===== src/rtl/ifu_fetch_pkg.sv =====
// Shared fetch-side constants and bus record.
// Also used by the data-side memory stage.
package ifu_fetch_pkg;

  localparam logic [31:0] RESET_PC  = 32'h1c00_0000;
  localparam logic [31:0] PC_STEP   = 32'd4;
  localparam logic [1:0]  SIZE_WORD = 2'b10;

  typedef struct packed {
    logic        req;
    logic [31:0] addr;
    logic        addr_ok;
    logic        data_ok;
    logic [31:0] rdata;
  } sram_rd_t;

endpackage


===== src/rtl/ifu_fetch.sv =====
// Instruction-fetch stage: PC generation, inst_sram read
// requests, a one-entry IF slot and branch redirect.
module ifu_fetch
  import ifu_fetch_pkg::*;
(
  input  logic        clk,
  input  logic        resetn,
  output logic        inst_sram_req,
  output logic        inst_sram_wr,
  output logic [1:0]  inst_sram_size,
  output logic [3:0]  inst_sram_wstrb,
  output logic [31:0] inst_sram_wdata,
  output logic [31:0] inst_sram_addr,
  input  logic        inst_sram_addr_ok,
  input  logic        inst_sram_data_ok,
  input  logic [31:0] inst_sram_rdata,
  output logic        IFU_to_IDU_valid,
  input  logic        IDU_allow_in,
  output logic [31:0] IFU_pc_to_IDU,
  output logic [31:0] IFU_inst_to_IDU,
  input  logic        IDU_br_taken,
  input  logic        IDU_br_taken_cancel,
  input  logic [31:0] IDU_br_target
);

  logic [31:0] fetch_pc_q, fetch_pc_d;
  logic [31:0] req_pc_q, req_pc_d;
  logic        outst_q, outst_d;
  logic        drop_q, drop_d;
  logic        if_valid_q, if_valid_d;
  logic [31:0] if_pc_q, if_pc_d;
  logic [31:0] if_inst_q, if_inst_d;

  logic if_fire, slot_free, req_acc;
  logic resp, resp_keep, cancel;

  assign cancel    = IDU_br_taken_cancel;
  assign if_fire   = if_valid_q & IDU_allow_in;
  assign slot_free = ~if_valid_q | if_fire;

  assign inst_sram_req = resetn & ~outst_q & slot_free
                       & ~IDU_br_taken & ~cancel;

  assign req_acc   = inst_sram_req & inst_sram_addr_ok;
  // A response with nothing outstanding is a protocol error; ignore it.
  assign resp      = inst_sram_data_ok & outst_q;
  assign resp_keep = resp & ~drop_q & ~cancel;

  assign inst_sram_wr    = 1'b0;
  assign inst_sram_size  = SIZE_WORD;
  assign inst_sram_wstrb = 4'h0;
  assign inst_sram_wdata = 32'h0;
  assign inst_sram_addr  = fetch_pc_q;

  assign IFU_to_IDU_valid = if_valid_q & ~cancel;
  assign IFU_pc_to_IDU    = if_pc_q;
  assign IFU_inst_to_IDU  = if_inst_q;

  always_comb begin
    fetch_pc_d = fetch_pc_q;
    req_pc_d   = req_pc_q;
    outst_d    = outst_q;
    drop_d     = drop_q;
    if_valid_d = if_valid_q;
    if_pc_d    = if_pc_q;
    if_inst_d  = if_inst_q;

    if (req_acc) begin
      outst_d    = 1'b1;
      req_pc_d   = fetch_pc_q;
      fetch_pc_d = fetch_pc_q + PC_STEP;
    end

    if (resp) begin
      outst_d = 1'b0;
      drop_d  = 1'b0;
    end

    if (resp_keep) begin
      if_valid_d = 1'b1;
      if_pc_d    = req_pc_q;
      if_inst_d  = inst_sram_rdata;
    end else if (if_fire) begin
      if_valid_d = 1'b0;
    end

    // Redirect wins; a read still in flight comes back wrong-path.
    if (cancel) begin
      fetch_pc_d = IDU_br_target;
      if_valid_d = 1'b0;
      if (outst_q & ~inst_sram_data_ok) begin
        drop_d = 1'b1;
      end
    end
  end

  always_ff @(posedge clk or negedge resetn) begin
    if (!resetn) begin
      fetch_pc_q <= RESET_PC;
      req_pc_q   <= 32'h0;
      outst_q    <= 1'b0;
      drop_q     <= 1'b0;
      if_valid_q <= 1'b0;
      if_pc_q    <= 32'h0;
      if_inst_q  <= 32'h0;
    end else begin
      fetch_pc_q <= fetch_pc_d;
      req_pc_q   <= req_pc_d;
      outst_q    <= outst_d;
      drop_q     <= drop_d;
      if_valid_q <= if_valid_d;
      if_pc_q    <= if_pc_d;
      if_inst_q  <= if_inst_d;
    end
  end

endmodule

===== config.mk =====
export PLATFORM = sky130hd
export DESIGN_NAME = ifu_fetch
export DESIGN_NICKNAME = d
export VERILOG_FILES = /design/src/rtl/ifu_fetch_pkg.sv /design/src/rtl/ifu_fetch.sv
export SDC_FILE = /design/constraint.sdc
export NUM_CORES = 1
export LEC_CHECK = 0
export ABC_AREA = 1
export CORE_UTILIZATION = 25
export CTS_CLUSTER_DIAMETER = 80
export CTS_CLUSTER_SIZE = 14
export DETAILED_ROUTE_END_ITERATION = 8
export GPL_TIMING_DRIVEN = 0
export SYNTH_ARGS = -nofsm -noshare
export SYNTH_HDL_FRONTEND = slang
export SYNTH_SLANG_ARGS = --single-unit

===== constraint.sdc =====
create_clock -name clk -period 1.65 [get_ports clk]
set_input_delay 0.33 -clock clk [delete_from_list [all_inputs] [get_ports clk]]
set_output_delay 0.33 -clock clk [all_outputs]
set_load 0.05 [all_outputs]

### After elaboration in Yosys (flattened, before gate mapping)

Cells that the tools add are included.

| cells by class | value |
|---|---|
| multiply operators | 0 |
| equal/unequal tests | 0 |
| div/mod/pow operators | 0 |
| muxes and demuxes | 10 |
| shift operators | 0 |
| add/subtract/negate cells | 1 |
| reduce and logical (&&, ||, !) cells | 3 |
| magnitude comparators | 0 |
| bitwise operators | 18 |

Operator list:

| cell | number |
|---|---|
| 32-bit two-way mux | 2 |
| 32-bit by 3-bit adder with 32-bit output (second input constant) | 1 |
| 1-bit AND | 11 |
| 1-bit two-way mux | 8 |
| 1-bit NOT | 6 |
| 2-bit nonzero test | 2 |
| 3-bit nonzero test | 1 |
| 1-bit OR | 1 |

| word-level totals | value |
|---|---|
| latch bits | 0 |
| output and inout bits | 137 |
| memory bits (writable) | 0 |
| logic and storage cells | 39 |
| bits of input ports | 71 |
| bits in read-only memories | 0 |
| flip-flop bits (word level) | 131 |
| memories | 0 |

### Logic depth before layout (Yosys ltp)

| logic depth | value |
|---|---|
| depth in word-level cells | 8 |
| gate-level depth with buffers | 9 |
| depth with buffers taken out | 9 |

### Worst setup path after synthesis

Ideal clock, no wire load.

| timing path | value |
|---|---|
| kind | reg2reg |
| start | register fetch_pc_q[3], in the netlist inst_sram_addr[3] |
| end | register fetch_pc_q[24], in the netlist inst_sram_addr[24] |
| path slack | -0.123 ns |
| buffers on the path | 0 |
| clock period less this slack | 1.773 ns |
| stages on the path, launching flop included | 9 |
| required time | 1.532 ns |
| arrival | 1.656 ns |
| library setup time | 0.118 ns |
| path through | dfrtp_1 ha_1 nand2_1 nor2_2 nand2_1 nor2_1 nand3_1 nand3_1 nand2_1 |

| on the way | value |
|---|---|
| cells in the longest elaborated chain, start to end | 3 |

Ends and longest elaborated chain:

| item | RTL line | source |
|---|---|---|
| from (decl) | ifu_fetch.sv:26 | `logic [31:0] fetch_pc_q, fetch_pc_d;` |
| from (signal assigned) | ifu_fetch.sv:107 | `fetch_pc_q <= fetch_pc_d;` |
| 32-bit by 3-bit adder with 32-bit output | ifu_fetch.sv:71 | `fetch_pc_d = fetch_pc_q + PC_STEP;` |
| 32-bit two-way mux | ifu_fetch.sv:68 | `if (req_acc) begin` |
| 32-bit two-way mux | ifu_fetch.sv:88 | `if (cancel) begin` |

Every way passes these cells. The select of a mux whose other input is x is not followed.
A chain may end at the register's enable or synchronous reset.

### Worst setup path in the final report

| timing path | value |
|---|---|
| start | register outst_q |
| end | output port inst_sram_req |

| on the way | value |
|---|---|
| cells in the longest elaborated chain, start to end | 5 |

Ends and longest elaborated chain:

| item | RTL line | source |
|---|---|---|
| from (decl) | ifu_fetch.sv:28 | `logic outst_q, outst_d;` |
| from (signal assigned) | ifu_fetch.sv:109 | `outst_q <= outst_d;` |
| 1-bit NOT | ifu_fetch.sv:41 | `assign inst_sram_req = resetn & ~outst_q & slot_free` |
| 1-bit AND (2 in series) | ifu_fetch.sv:41 |  |
| 1-bit AND (2 in series) | ifu_fetch.sv:42 | `& ~IDU_br_taken & ~cancel;` |
| to (decl) | ifu_fetch.sv:8 | `output logic inst_sram_req,` |

Every way passes these cells.

==> implementation parameters <==
Parameter                              Value

Floorplan
  FP Rows    57
  Number of I/O pins    208
  Core Region    24600 µm²
  Die X-Extent    161.4 µm
  Area of the die    26060 µm²
  Vertical extent of the die    161.4 µm
  Starting utilization of the core area    0.2583

Global routing
  Initial antenna violation count    0
  Most used routing layer in global routing    met2
  Largest net degree at the start of global routing    50
  Wire length of the first global-routing pass    28.08 mm
  Number of global-route vias before repair    5078
  GR met2 Demand/Resource    0.2451
  Global Route met1 Usage    0.1722
  GR Overflow Total    0
  Fraction of met3 tracks used by global routing    0.04109
  Overall fraction of global-route tracks in use    0.1439

Critical path
  Critical-path maximum fanout    3
  Dominant delay contributor by cell family on the critical path    flip-flops
  Crit path cell chain    nor2_4 > nand3_2 > inv_2 > buf_8
  Peak per-stage delay on the critical path    430 ps
  Buf+Inv Stages, Crit Path    2
  Kind of start point of the critical path    flop
  Worst path required time    1320 ps
  CP max stage cell    sky130_fd_sc_hd__dfrtp_2
  Arrival @ worst endpoint    1310 ps
  Setup crit end kind    output port
  Critical path type    reg -> out

STA
  Relative slew margins    0.6042
  Actual slew at the worst max-slew pin    591.7 ps
  Unrepaired setup endpoints after global routing    yes
  Final period util    0.9915
  Setup TNS Final    0 ps
  Setup Skew    14.53 ps
  Count of final setup violators    0
  Count of endpoints failing hold in the final timing report    0
  Post-route worst setup slack    14.02 ps
  Min cycle time layout    1636 ps
  Achievable Freq    611.3 MHz
  Hold Slack    20.85 ps
  Count of final max-slew check failures    0

Clock tree
  CTS root buf    sky130_fd_sc_hd__clkbuf_16
  Number of buffers created by CTS    17
  Clock tree from TritonCTS    built
  Worst-skew pair later-pin latency    420 ps
  Clk sinks    131
  CTS max path bufs    2
  Clock H-tree levels    4
  CTS clk-pin slew, worst paths    70 ps

Drt
  Remaining DRCs    0
  Post-DR wirelength/cell    14.81 µm
  1st-iter DRT viols    327
  Via count normalized by instance count    4.164
  Number of vias in the routed layout    5180
  Detailed-route wire length    18.42 mm
  Remaining number of nets flagged by the antenna check after routing    0
  Number of detailed-route iterations in the first pass    4

Synth
  Number of storage elements in the synthesis netlist    131
  Post-Syn Instances    670
  Area share of the largest cell type after synthesis    0.5040
  YS warnings    0
  Mean post-synth cell area    9.485 µm²
  Library cell occupying the most area in the post-synthesis netlist    sky130_fd_sc_hd__dfrtp_1
  Cell area after technology mapping    6355 µm²
  Top area cells in the synthesized netlist    sky130_fd_sc_hd__dfrtp_1 (50%), sky130_fd_sc_hd__nand2_1 (10%), sky130_fd_sc_hd__mux2_2 (6.6%)
  Post-synthesis cell type count    29
  Fraction of the yosys area taken by sequential cells    0.5164

Layout
  Area growth from synthesis to layout    46.74%
  Most frequent standard cell in the layout excluding fill and tap cells    sky130_fd_sc_hd__nand2_1
  Final design area excluding fillers    9325 µm²
  Number of antenna repair diodes    0
  Most frequent cells in the layout    sky130_fd_sc_hd__nand2_1 (174), sky130_fd_sc_hd__dfrtp_1 (125), sky130_fd_sc_hd__clkdlybuf4s50_1 (68), sky130_fd_sc_hd__o21ai_0 (59), sky130_fd_sc_hd__inv_1 (58)
  Utilization after layout    0.3790
  Fraction of layout cells with a size suffix above 1    0.2837
  Layout Nets    979

Run status
  Run status    completed

Place
  Final HPWL from detailed placement    13.68 mm
  Weighted congestion reported at the end of routability-driven placement    0.8882
  Worst slack at placement    -1184 ps
  Cell area after placement    8615 µm²
  Buffers on Ports    168

Worst hold path
  Path class of the lowest-slack min-delay path    in -> async

Power
  Power density relative to cell area    1643 nW/µm²
  Static leakage power    4.495 nW
  Worst supply voltage drop on vdd    0.9798 mV

Flow run
  MaxCap Viol Count    0
-- final cells by class --
type                       count  area [µm²]
buffer                        61       444.2
clock buffer                  17       425.4
clock inverter                15       152.6
fill                        2498       15280
inverter                      62       232.7
multi-input combinational    453        2592
sequential                   131        3286
tap                          324       405.4
timing repair buffer         181        1787
-- stage by stage --
| step | std cells | total power [W] |
|---|---|---|
| final | 1244 | 0.01533 |
| after global routing | 1244 | 0.01612 |
| after CTS | 1242 | 0.01552 |
| after detailed placement | 1200 | 0.01215 |
| after global placement | 1199 | 0.01205 |
| after floorplan | 707 | 0.009717 |
-- timing repair --
item | in CTS | in global routing
cloned | 3 | 0
hold buffers | 4 | 0
pin swaps | 1 | 1
resized for setup | 248 | 73
endpoints found under the hold margin | 43 | 0
setup buffers | 3 | 2
setup endpoints to repair | 161 | 71
-- flip-flops by register name, summed over array words and instances (netlist names), named ones only --
register	flops
if_valid_q	1
IFU_inst_to_IDU	32
outst_q	1
req_pc_q	32
inst_sram_addr	32
IFU_pc_to_IDU	32
-- layer usage --
layer  part of all wire  wire [µm]  vias to the layer above
met5                  0          0                        -
li1                   -          -                     2571
met1               0.43       7877                     2401
met2               0.49       8941                      194
met4              0.014        267                        0
met3              0.072       1331                       14
-- worst paths after layout --
kind | depth (start not counted) | end | from | slack [ps]
setup reg to reg | 8 | inst_sram_addr[24] | inst_sram_addr[2] | 50
max in group asynchronous | 3 | inst_sram_addr[2] | resetn | 670
hold / removal | 2 | req_pc_q[2] | resetn | 20
min in group clk | 5 | flop | IDU_br_taken_cancel | 420
hold reg to reg | 2 | req_pc_q[28] | req_pc_q[28] | 480
setup / recovery | 4 | inst_sram_req | outst_q | 10
-- synth_stat cells (all sizes together) --
library cell	n
and2	3
dfrtp	128
clkbuf	7
conb	2
dfstp	3
or2	1
inv	61
clkinv	1
buf	54
nand4	1
nand2	180
o211ai	6
nand3	50
xnor2	1
mux2	62
xor2	3
nor2	46
o21ai	60
ha	1
-- cell families after synthesis --
kind of cell / share of synthesized area
AND/OR/NAND/NOR: 0.1920
flip-flops: 0.5164
buffers and inverters: 0.1040
AO/OA/AOI/OAI: 0.05434
multiplexers: 0.1246
XOR/XNOR: 0.005514
other: 0.001182
adder cells (fa/ha/maj): 0.001969
-- report_power, final --
part           switching, W  leakage, nW  internal (W)
Combinational       0.00439         2.58       0.00220
Clock               0.00164        0.284       0.00202
Sequential         0.000685         1.63       0.00438
Total               0.00672         4.49       0.00861
Note: power is estimated with default switching activity, not from simulation.
